`src/rtl/mem_port_arbiter.sv`:
```
// mem_port_arbiter: shares one RAM port between fetch (IF) and load/store (MEM), with a per-transaction watchdog.
// Optional build macro MEM_ARB_RR_EN: ties alternate between requesters instead of fixed MEM-over-IF priority.
module mem_port_arbiter #(
  parameter int ADDR_W  = 64,
  parameter int DATA_W  = 64,
  parameter int TIMEOUT = 256
) (
  input  logic                clk,
  input  logic                rst,
  input  logic                if_req,
  input  logic [ADDR_W-1:0]   if_addr,
  output logic                if_ready,
  output logic                if_rvalid,
  output logic [DATA_W-1:0]   if_rdata,
  output logic                if_err,
  input  logic                mem_req,
  input  logic                mem_we,
  input  logic [ADDR_W-1:0]   mem_addr,
  input  logic [DATA_W-1:0]   mem_wdata,
  input  logic [DATA_W/8-1:0] mem_wmask,
  output logic                mem_ready,
  output logic                mem_rvalid,
  output logic [DATA_W-1:0]   mem_rdata,
  output logic                mem_err,
  output logic                ram_req,
  output logic                ram_we,
  output logic [ADDR_W-1:0]   ram_addr,
  output logic [DATA_W-1:0]   ram_wdata,
  output logic [DATA_W/8-1:0] ram_wmask,
  input  logic                ram_ack,
  input  logic [DATA_W-1:0]   ram_rdata
);
  localparam int MASK_W = DATA_W / 8;
  localparam int WD_W   = $clog2(TIMEOUT);
  localparam logic OWN_IF  = 1'b0;
  localparam logic OWN_MEM = 1'b1;

  typedef enum logic {IDLE = 1'b0, BUSY = 1'b1} state_e;

  state_e              state_q, state_d;
  logic                owner_q, owner_d;
  logic                we_q, we_d;
  logic [ADDR_W-1:0]   addr_q, addr_d;
  logic [DATA_W-1:0]   wdata_q, wdata_d;
  logic [MASK_W-1:0]   wmask_q, wmask_d;
  logic [WD_W-1:0]     wdog_q, wdog_d;
  logic                if_rvalid_q, if_rvalid_d, if_err_q, if_err_d;
  logic [DATA_W-1:0]   if_rdata_q, if_rdata_d;
  logic                mem_rvalid_q, mem_rvalid_d, mem_err_q, mem_err_d;
  logic [DATA_W-1:0]   mem_rdata_q, mem_rdata_d;
  logic                grant_if, grant_mem, mem_wins, timeout_hit;
  logic [DATA_W-1:0]   resp_data;
  logic                resp_err;
`ifdef MEM_ARB_RR_EN
  logic                last_grant_q, last_grant_d;
`endif

  // Grant selection: only in IDLE and never while reset is asserted.
  always_comb begin
`ifdef MEM_ARB_RR_EN
    mem_wins = (last_grant_q == OWN_IF);
`else
    mem_wins = 1'b1;
`endif
    grant_mem = 1'b0;
    grant_if  = 1'b0;
    if (!rst && state_q == IDLE) begin
      grant_mem = mem_req && (!if_req || mem_wins);
      grant_if  = if_req && !grant_mem;
    end else begin
      grant_mem = 1'b0;
      grant_if  = 1'b0;
    end
  end

  // Next-state, request latching, watchdog and response generation.
  always_comb begin
    state_d      = state_q;
    owner_d      = owner_q;
    we_d         = we_q;
    addr_d       = addr_q;
    wdata_d      = wdata_q;
    wmask_d      = wmask_q;
    wdog_d       = wdog_q;
    if_rvalid_d  = 1'b0;
    if_rdata_d   = if_rdata_q;
    if_err_d     = if_err_q;
    mem_rvalid_d = 1'b0;
    mem_rdata_d  = mem_rdata_q;
    mem_err_d    = mem_err_q;
    timeout_hit  = (wdog_q == WD_W'(TIMEOUT - 1));
    resp_data    = '0;
    resp_err     = 1'b0;
`ifdef MEM_ARB_RR_EN
    last_grant_d = last_grant_q;
`endif
    case (state_q)
      IDLE: begin
        wdog_d = '0;
        if (grant_mem) begin
          state_d = BUSY;
          owner_d = OWN_MEM;
          we_d    = mem_we;
          addr_d  = mem_addr;
          wdata_d = mem_wdata;
          wmask_d = mem_we ? mem_wmask : '0;
`ifdef MEM_ARB_RR_EN
          last_grant_d = OWN_MEM;
`endif
        end else if (grant_if) begin
          state_d = BUSY;
          owner_d = OWN_IF;
          we_d    = 1'b0;
          addr_d  = if_addr;
          wdata_d = '0;
          wmask_d = '0;
`ifdef MEM_ARB_RR_EN
          last_grant_d = OWN_IF;
`endif
        end else begin
          state_d = IDLE;
        end
      end
      BUSY: begin
        wdog_d = wdog_q + WD_W'(1);
        // An ack in the final watchdog cycle still counts as a normal completion.
        if (ram_ack || timeout_hit) begin
          state_d   = IDLE;
          wdog_d    = '0;
          resp_data = (ram_ack && !we_q) ? ram_rdata : '0;
          resp_err  = !ram_ack;
          if (owner_q == OWN_MEM) begin
            mem_rvalid_d = 1'b1;
            mem_rdata_d  = resp_data;
            mem_err_d    = resp_err;
          end else begin
            if_rvalid_d = 1'b1;
            if_rdata_d  = resp_data;
            if_err_d    = resp_err;
          end
        end else begin
          state_d = BUSY;
        end
      end
      default: begin
        state_d = IDLE;
        wdog_d  = '0;
      end
    endcase
  end

  // State and output registers with synchronous reset.
  always_ff @(posedge clk) begin
    if (rst) begin
      state_q      <= IDLE;
      owner_q      <= OWN_IF;
      we_q         <= 1'b0;
      addr_q       <= '0;
      wdata_q      <= '0;
      wmask_q      <= '0;
      wdog_q       <= '0;
      if_rvalid_q  <= 1'b0;
      if_rdata_q   <= '0;
      if_err_q     <= 1'b0;
      mem_rvalid_q <= 1'b0;
      mem_rdata_q  <= '0;
      mem_err_q    <= 1'b0;
`ifdef MEM_ARB_RR_EN
      last_grant_q <= OWN_IF;
`endif
    end else begin
      state_q      <= state_d;
      owner_q      <= owner_d;
      we_q         <= we_d;
      addr_q       <= addr_d;
      wdata_q      <= wdata_d;
      wmask_q      <= wmask_d;
      wdog_q       <= wdog_d;
      if_rvalid_q  <= if_rvalid_d;
      if_rdata_q   <= if_rdata_d;
      if_err_q     <= if_err_d;
      mem_rvalid_q <= mem_rvalid_d;
      mem_rdata_q  <= mem_rdata_d;
      mem_err_q    <= mem_err_d;
`ifdef MEM_ARB_RR_EN
      last_grant_q <= last_grant_d;
`endif
    end
  end

  assign if_ready   = grant_if;
  assign mem_ready  = grant_mem;
  assign if_rvalid  = if_rvalid_q;
  assign if_rdata   = if_rdata_q;
  assign if_err     = if_err_q;
  assign mem_rvalid = mem_rvalid_q;
  assign mem_rdata  = mem_rdata_q;
  assign mem_err    = mem_err_q;
  assign ram_req    = (state_q == BUSY);
  assign ram_we     = (state_q == BUSY) && we_q;
  assign ram_addr   = addr_q;
  assign ram_wdata  = wdata_q;
  assign ram_wmask  = wmask_q;

endmodule

```
`config.mk`:
```
export PLATFORM = sky130hd
export DESIGN_NAME = mem_port_arbiter
export DESIGN_NICKNAME = d
export VERILOG_FILES = /design/src/rtl/mem_port_arbiter.sv
export SDC_FILE = /design/constraint.sdc
export NUM_CORES = 1
export LEC_CHECK = 0
export ABC_AREA = 1
export CAP_MARGIN = 20
export CELL_PAD_IN_SITES_DETAIL_PLACEMENT = 0
export CELL_PAD_IN_SITES_GLOBAL_PLACEMENT = 1
export CORE_AREA = 2 2 213 215
export DETAILED_ROUTE_END_ITERATION = 8
export DIE_AREA = 0 0 215 217
export GPL_ROUTABILITY_DRIVEN = 0
export GPL_TIMING_DRIVEN = 0
export HOLD_SLACK_MARGIN = 0.02
export PLACE_DENSITY = 0.78
export SLEW_MARGIN = 30
export SYNTH_ARGS = -nofsm -noshare
export SYNTH_HDL_FRONTEND = slang
export SYNTH_SLANG_ARGS = --single-unit
export TNS_END_PERCENT = 100
```
`constraint.sdc`:
```
create_clock -name clk -period 2.3 [get_ports clk]
set_clock_uncertainty 0.1 [all_clocks]
set_input_delay 0.46 -clock clk [delete_from_list [all_inputs] [get_ports clk]]
set_output_delay 0.46 -clock clk [all_outputs]
set_load 0.03 [all_outputs]
```
==> results of run 1 <==
==> per-layer routing <==
| layer | wire length [um] | track usage (%) |
|---|---|---|
| met5 | 38 | 0 |
| met4 | 1490 | 6.69 |
| met3 | 4250 | 6.78 |
| met2 | 25900 | 39.0 |
| met1 | 20000 | 23.4 |
==> placed cells by master (no fill, tap or decap), drive strengths merged <==
cell,n
clkdlybuf4s50,530
nand2,522
dfxtp,279
nor2,265
a21oi,196
inv,105
clkbuf,95
nand3,93
o21ai,88
buf,87
dlygate4sd2,7
clkinv,6
nand4,3
a22oi,3
clkinvlp,3
diode,2
xnor2,2
or2,1
nor3,1
ha,1
bufinv,1
clkdlybuf4s15,1
dlymetal6s2s,1
==> cells by family after synthesis <==
kind of cell	Yosys count	share of synthesized area, %
DFF	279	48.2
adders and majority gates	1	0.108
and+or+nand+nor	885	29.9
AOI/OAI and AO/OA	287	12.5
xor gates and xnor gates	2	0.151
buffers and inverters	228	9.12
==> metrics by stage <==
| step | power [W] | std cells | area [sq um] |
|---|---|---|---|
| 2_1_floorplan | 0.00692 | 1682 | 11600 |
| 3_3_place_gp | 0.00843 | 2823 | 17700 |
| 3_5_place_dp | 0.00845 | 2823 | 17700 |
| 4_1_cts | 0.0140 | 2887 | 18900 |
| 5_1_grt | 0.0144 | 2890 | 19000 |
| 6_report | 0.0138 | 2892 | 19000 |
==> power by group <==
group,switching [W],internal [W]
logic,0.00174,0.00129
clock network,0.00221,0.00323
registers,0.000175,0.00514
total,0.00413,0.00966
==> layout make-up <==
cell class                 instances  area, sq um
inverter                         105          407
multi-input combinational       1175         4960
sequential                       279         5590
buffer                           123          684
clock buffer                      53         1030
clock inverter                    10          101
antenna                            2         5.00
timing repair buffer             545         5440
tap                              600          751
fill                            4658        25700
==> sequential cells by signal, indices dropped and copies added (netlist names) <==
name	flops
if_rdata	64
mem_rdata	64
ram_addr	64
ram_wdata	64
ram_wmask	8
wdog_q	8
if_err	1
if_rvalid	1
mem_err	1
mem_rvalid	1
owner_q	1
ram_req	1
we_q	1
==> synthesized netlist by cell type, drive strengths merged <==
cell type / instances / share of area, %
a21oi: 196 / 8.5
a22oi: 3 / 0.19
buf: 82 / 4.4
clkbuf: 41 / 1.3
dfxtp: 279 / 48
ha: 1 / 0.11
inv: 105 / 3.4
nand2: 522 / 17
nand3: 93 / 4.0
nand4: 3 / 0.16
nor2: 265 / 8.6
nor3: 1 / 0.043
o21ai: 88 / 3.8
or2: 1 / 0.054
xnor2: 2 / 0.15
==> final timing paths <==
| check | startpoint | to | slack, ns |
|---|---|---|---|
| setup reg to reg | ram_req | ram_addr[63] | 0.24 |
| hold / removal | if_err | if_err | 0.36 |
| setup / recovery | ram_wdata[63] | ram_wdata[63] | 0.07 |
| hold reg to reg | if_err | if_err | 0.36 |
==> what timing repair did <==
action,CTS,global route
buffers inserted,1,3
endpoints found under the hold margin,0,0
pin swaps,1,1
endpoints found under the setup margin,82,4
gates resized for setup,37,6
==> insert_results.sql, run 1 <==
INSERT INTO impl_metrics (metric_group, metric, value, unit) VALUES
('timing', 'min_period', '2.23', 'ns'),
('cts', 'cts_made_buffers', '35', ''),
('worst_setup_path', 'critical_path_class', 'reg2out', ''),
('power', 'ir_drop', '0.381', 'mV'),
('floorplan', 'die_y', '217', 'um'),
('synthesis', 'per_instance_average_area_after_synthesis', '6.88', 'sq um'),
('grt', 'tot_gr_track_use', '21.3', '%'),
('timing', 'postLayoutSetupSlackWorst', '0.0668', 'ns'),
('route', 'drt_iter0_drc', '753', ''),
('synthesis', 'number_of_library_cell_types_mapped_by_synthesis', '24', ''),
('run_status', 'run_status', 'finished clean', ''),
('grt', 'grt_first_pass_wirelength', '75800', 'um'),
('worst_setup_path', 'arrival', '1.67', 'ns'),
('cts', 'cts.hold.buffers_added', '0', ''),
('route', 'route.detailed.wl_per_inst', '17.9', 'um'),
('floorplan', 'placement_rows', '78', ''),
('power', 'power_density', '727', 'nW/um^2'),
('worst_setup_path', 'ff2ff_path_depth', '7', ''),
('worst_setup_path', 'timing.critical_path.slowest_cell_delay', '0.80', 'ns'),
('timing', 'fin_hold_ws', '0.357', 'ns'),
('worst_setup_path', 'critical_path.endpoint_type', 'output pin', ''),
('worst_setup_path', 'critPathLaunchType', 'flip-flop', ''),
('worst_setup_path', 'critPathMaxFanout', '2', ''),
('timing', 'maxSlewHeadroom', '45.7', '%'),
('timing', 'tns', '0', 'ns'),
('timing', 'timing.final.setup_violations', '0', ''),
('timing', 'worstMarginPinSlew', '0.815', 'ns'),
('worst_setup_path', 'timing.critical_path.max_delay_family', 'buffers and inverters', ''),
('synthesis', 'mapped_nets', '1953', ''),
('worst_setup_path', 'worstPathBufferInverterCount', '1', ''),
('worst_setup_path', 'crit_path_top_delay_cell', 'sky130_fd_sc_hd__clkdlybuf4s50_1', ''),
('synthesis', 'syn-cell-area', '11600', 'sq um'),
('synthesis', 'synth-seq-area-share', '48.2', '%'),
('synthesis', 'synth-seq-cells', '279', ''),
('route', 'vias', '12900', ''),
('timing', 'fmax', '448', 'MHz'),
('worst_setup_path', 'worstSetupPathDepth', '1', ''),
('placed_design', 'dp_slack', '-1.38', 'ns'),
('cts', 'tritoncts', 'yes', ''),
('placed_design', 'dp.final_hpwl', '40400', 'um'),
('synthesis', 'yosys_warnings', '0', ''),
('timing', 'final_min_period_over_clock_period', '97.1', '%'),
('worst_setup_path', 'worst_ep_required', '1.74', 'ns'),
('power', 'leakagePower', '7.98', 'nW'),
('floorplan', 'fp.coreArea', '44700', 'sq um'),
('placed_design', 'numPortBuffers', '541', ''),
('timing', 'hold_viol_final', '0', ''),
('floorplan', 'floorplan.io_pins', '542', ''),
('route', 'detail_route.wirelength', '51700', 'um'),
('cells_and_area', 'syn_to_final_growth', '63.9', '%'),
('route', 'vias_per_cell', '4.45', ''),
('worst_setup_path', 'crit_chain', 'clkdlybuf4s50_1', ''),
('min_path', 'hold_path_class', 'reg2reg', ''),
('cts', 'cts.root.buffer_cell', 'sky130_fd_sc_hd__clkbuf_16', ''),
('grt', 'grt_overflow', '0', ''),
('floorplan', 'initial_cell_density_of_the_core', '25.9', '%'),
('synthesis', 'synth_instances', '1682', ''),
('min_path', 'worstHoldPathCells', '2', ''),
('timing', 'timing.final.max_slew_violations', '0', ''),
('cells_and_area', 'final_nets', '2535', ''),
('grt', 'largest_net_degree_at_the_start_of_global_routing', '13', ''),
('cts', 'htree_levels', '2', ''),
('timing', 'setup_repair_after_global_routing_missed_its_margin', 'true', ''),
('grt', 'first_global_vias', '12500', ''),
('floorplan', 'die_area', '46700', 'sq um'),
('grt', 'antenna_found_initial', '4', ''),
('cts', 'clk_pin_slew', '0.06', 'ns'),
('flow_run', 'drv_cap', '0', ''),
('route', 'drc', '0', ''),
('cells_and_area', 'finalCoreUtilization', '42.5', '%'),
('cts', 'max_buffers_root_to_sink', '3', ''),
('route', 'first_pass_iters', '7', ''),
('route', 'ant_nets', '0', ''),
('cts', 'worst_skew_pair.late_latency', '0.54', 'ns'),
('cts', 'clock_sinks', '279', ''),
('cells_and_area', 'drive_above_1_share', '6.03', '%'),
('floorplan', 'fp.dieW', '215', 'um');
Note: power is estimated with default switching activity, not from simulation.
==> inputs of run 2 (changes only) <==
--- a/config.mk
+++ b/config.mk
@@ -9,13 +9,14 @@
 export CAP_MARGIN = 20
 export CELL_PAD_IN_SITES_DETAIL_PLACEMENT = 0
 export CELL_PAD_IN_SITES_GLOBAL_PLACEMENT = 1
-export CORE_AREA = 2 2 213 215
+export CORE_AREA = 2 2 209 211
+export CTS_BUF_LIST = sky130_fd_sc_hd__clkbuf_2 sky130_fd_sc_hd__clkbuf_4 sky130_fd_sc_hd__clkbuf_8
 export DETAILED_ROUTE_END_ITERATION = 8
-export DIE_AREA = 0 0 215 217
+export DIE_AREA = 0 0 211 213
 export GPL_ROUTABILITY_DRIVEN = 0
 export GPL_TIMING_DRIVEN = 0
 export HOLD_SLACK_MARGIN = 0.02
-export PLACE_DENSITY = 0.78
+export PLACE_DENSITY = 0.83
 export SLEW_MARGIN = 30
 export SYNTH_ARGS = -nofsm -noshare
 export SYNTH_HDL_FRONTEND = slang
==> run 2 against run 1 <==
Total power fell by 0.76%. Setup slack worse by 0.063 ns. Critical endpoint is now if_ready. Global-route usage rose by 0.67 points. Final cell count shrank 0.90%. Largest power group unchanged. Flip-flop and latch count stayed put. Hold slack lost 0.078 ns. Clock-buffer cell count is 29 higher. Highest routed layer unchanged. Final area decreased by 0.42%. Sequential power hardly changed.
==> insert_results.sql, run 2 (synthesis results as in run 1) <==
INSERT INTO impl_metrics (metric_group, metric, value, unit) VALUES
('timing', 'final_min_period_over_clock_period', '99.8', '%'),
('route', 'route.detailed.wl_per_inst', '17.8', 'um'),
('min_path', 'hold_path_class', 'in2reg', ''),
('route', 'wl_met3', '3830', 'um'),
('floorplan', 'fp.coreArea', '42700', 'sq um'),
('cts', 'tritoncts', 'yes', ''),
('worst_setup_path', 'critPathLaunchType', 'flip-flop', ''),
('timing', 'fmax', '436', 'MHz'),
('timing', 'worstMarginPinSlew', '0.825', 'ns'),
('cts', 'clk_pin_slew', '0.06', 'ns'),
('cells_and_area', 'syn_to_final_growth', '63.2', '%'),
('cts', 'htree_levels', '2', ''),
('cts', 'worst_skew_pair.late_latency', '0.64', 'ns'),
('cells_and_area', 'drive_above_1_share', '7.51', '%'),
('timing', 'timing.final.max_slew_violations', '0', ''),
('cts', 'clock_sinks', '279', ''),
('floorplan', 'placement_rows', '76', ''),
('route', 'drc', '0', ''),
('placed_design', 'place_area', '17700', 'sq um'),
('cells_and_area', 'register_area', '5590', 'sq um'),
('timing', 'hold_viol_final', '0', ''),
('floorplan', 'die_y', '213', 'um'),
('power', 'report.power.total', '0.0137', 'W'),
('floorplan', 'fp.dieW', '211', 'um'),
('worst_setup_path', 'worst_setup_path_startpoint', 'ram_req', ''),
('worst_setup_path', 'worstSetupPathDepth', '5', ''),
('timing', 'maxSlewHeadroom', '45.0', '%'),
('placed_design', 'dp_slack', '-1.19', 'ns'),
('power', 'power_density', '725', 'nW/um^2'),
('timing', 'timing.final.setup_violations', '0', ''),
('grt', 'first_global_vias', '12900', ''),
('floorplan', 'floorplan.io_pins', '542', ''),
('worst_setup_path', 'r2r_slack', '0.28', 'ns'),
('cells_and_area', 'finish.instance_area', '18900', 'sq um'),
('cells_and_area', 'layout_commonest_cell', 'sky130_fd_sc_hd__nand2_1', ''),
('worst_setup_path', 'arrival', '1.74', 'ns'),
('route', 'met1_length', '19500', 'um'),
('cts', 'cts.root.buffer_cell', 'sky130_fd_sc_hd__clkbuf_8', ''),
('route', 'first_pass_iters', '6', ''),
('route', 'ant_nets', '0', ''),
('grt', 'grt_overflow', '0', ''),
('worst_setup_path', 'critPathCapture', 'if_ready', ''),
('power', 'leakagePower', '9.20', 'nW'),
('worst_setup_path', 'timing.critical_path.max_delay_family', 'simple AND/OR/NAND/NOR gates', ''),
('cells_and_area', 'final_nets', '2550', ''),
('grt', 'grt_first_pass_wirelength', '75400', 'um'),
('route', 'vias', '13000', ''),
('cells_and_area', 'multi_input_area', '4950', 'sq um'),
('worst_setup_path', 'critPathMaxFanout', '6', ''),
('route', 'detail_route.wirelength', '51000', 'um'),
('cells_and_area', 'fillerInstances', '4393', ''),
('cts', 'cts_made_buffers', '52', ''),
('run_status', 'run_status', 'finished clean', ''),
('worst_setup_path', 'ff2ff_path_depth', '10', ''),
('timing', 'tns', '0', 'ns'),
('route', 'vias_per_cell', '4.55', ''),
('worst_setup_path', 'timing.critical_path.slowest_cell_delay', '0.37', 'ns'),
('cts', 'cts.hold.buffers_added', '0', ''),
('worst_setup_path', 'worst_ep_required', '1.74', 'ns'),
('worst_setup_path', 'critical_path.endpoint_type', 'output pin', ''),
('route', 'met2RoutedLength', '25700', 'um'),
('timing', 'min_period', '2.30', 'ns'),
('placed_design', 'dp.final_hpwl', '40300', 'um'),
('timing', 'fin_hold_ws', '0.279', 'ns'),
('worst_setup_path', 'worst_r2r_startpoint', 'wdog_q[0]', ''),
('timing', 'setup_repair_after_global_routing_missed_its_margin', 'true', ''),
('grt', 'tot_gr_track_use', '22.0', '%'),
('grt', 'largest_net_degree_at_the_start_of_global_routing', '16', ''),
('route', 'highest_layer', 'met5', ''),
('route', 'drt_iter0_drc', '889', ''),
('placed_design', 'numPortBuffers', '541', ''),
('cts', 'max_buffers_root_to_sink', '3', ''),
('worst_setup_path', 'crit_path_top_delay_cell', 'sky130_fd_sc_hd__dfxtp_4', ''),
('timing', 'postLayoutSetupSlackWorst', '0.00417', 'ns'),
('worst_setup_path', 'worstPathBufferInverterCount', '2', ''),
('cells_and_area', 'mostFrequentLayoutCells', 'sky130_fd_sc_hd__nand2_1, sky130_fd_sc_hd__clkdlybuf4s50_1, sky130_fd_sc_hd__dfxtp_1, sky130_fd_sc_hd__nor2_1, sky130_fd_sc_hd__a21oi_1', ''),
('floorplan', 'initial_cell_density_of_the_core', '27.1', '%'),
('flow_run', 'drv_cap', '0', ''),
('power', 'ir_drop', '0.360', 'mV'),
('floorplan', 'die_area', '44900', 'sq um'),
('worst_setup_path', 'critical_path_class', 'reg2out', ''),
('worst_setup_path', 'crit_chain', 'nor2_4 -> buf_4 -> nand2_1 -> nor2_1 -> buf_6', ''),
('grt', 'antenna_found_initial', '7', ''),
('worst_setup_path', 'reg2reg_to', 'mem_rdata[29]', '');
[run 2: timing repair]
action / 4_1_cts / 5_1_grt
cloned: 0 / 0
setup buffers: 2 / 1
endpoints found under the setup margin: 147 / 66
pin swaps: 2 / 2
gates resized for setup: 126 / 52
[run 2: final cells by class]
cell class	count	area share (%)
timing repair buffer	544	28.7
tap	546	3.62
sequential	279	29.6
clock inverter	10	0.662
inverter	105	2.11
buffer	122	3.54
multi-input combinational	1175	26.2
clock buffer	82	5.58
antenna	3	0.0397
[run 2: stage by stage]
step                utilization [%]  instances
global placement               41.4       2769
global route                   44.3       2866
finish                         44.3       2866
CTS                            44.0       2863
floorplan                         -       1682
detailed placement             41.4       2769
[run 2: worst min path at each step]
stage                          endpoint           from  depth (start not counted)  slack, ns
final                     ram_wdata[25]  mem_wdata[25]                          3       0.28
after global routing      ram_wdata[43]  mem_wdata[43]                          3       0.24
after CTS                 ram_wdata[44]  mem_wdata[44]                          3       0.20
after detailed placement         if_err         if_err                          2       0.34
after global placement           if_err         if_err                          2       0.34
after floorplan               wdog_q[0]      wdog_q[0]                          1       0.33
[run 2: metal layers]
metal | up-vias | GRT usage [%]
met3 | 110 | 6.10
met1 | 5923 | 23.9
met2 | 514 | 40.3
met4 | 8 | 8.74
met5 | - | 0
li1 | 6480 | -
[run 2: worst reg2reg max path: cells and delay by family (launching register included)]
family	cells	cell delay [ns]
adder cells (fa/ha/maj)	1	0.18
flip-flops	1	0.38
AND/OR/NAND/NOR	7	0.79
buffers and inverters	2	0.47
[run 2: power by group]
group | leakage, nW | total, W | internal (W) | switching [W]
logic | 6.29 | 0.00296 | 0.00121 | 0.00175
registers | 2.28 | 0.00531 | 0.00514 | 0.000166
clock network | 0.624 | 0.00542 | 0.00315 | 0.00228
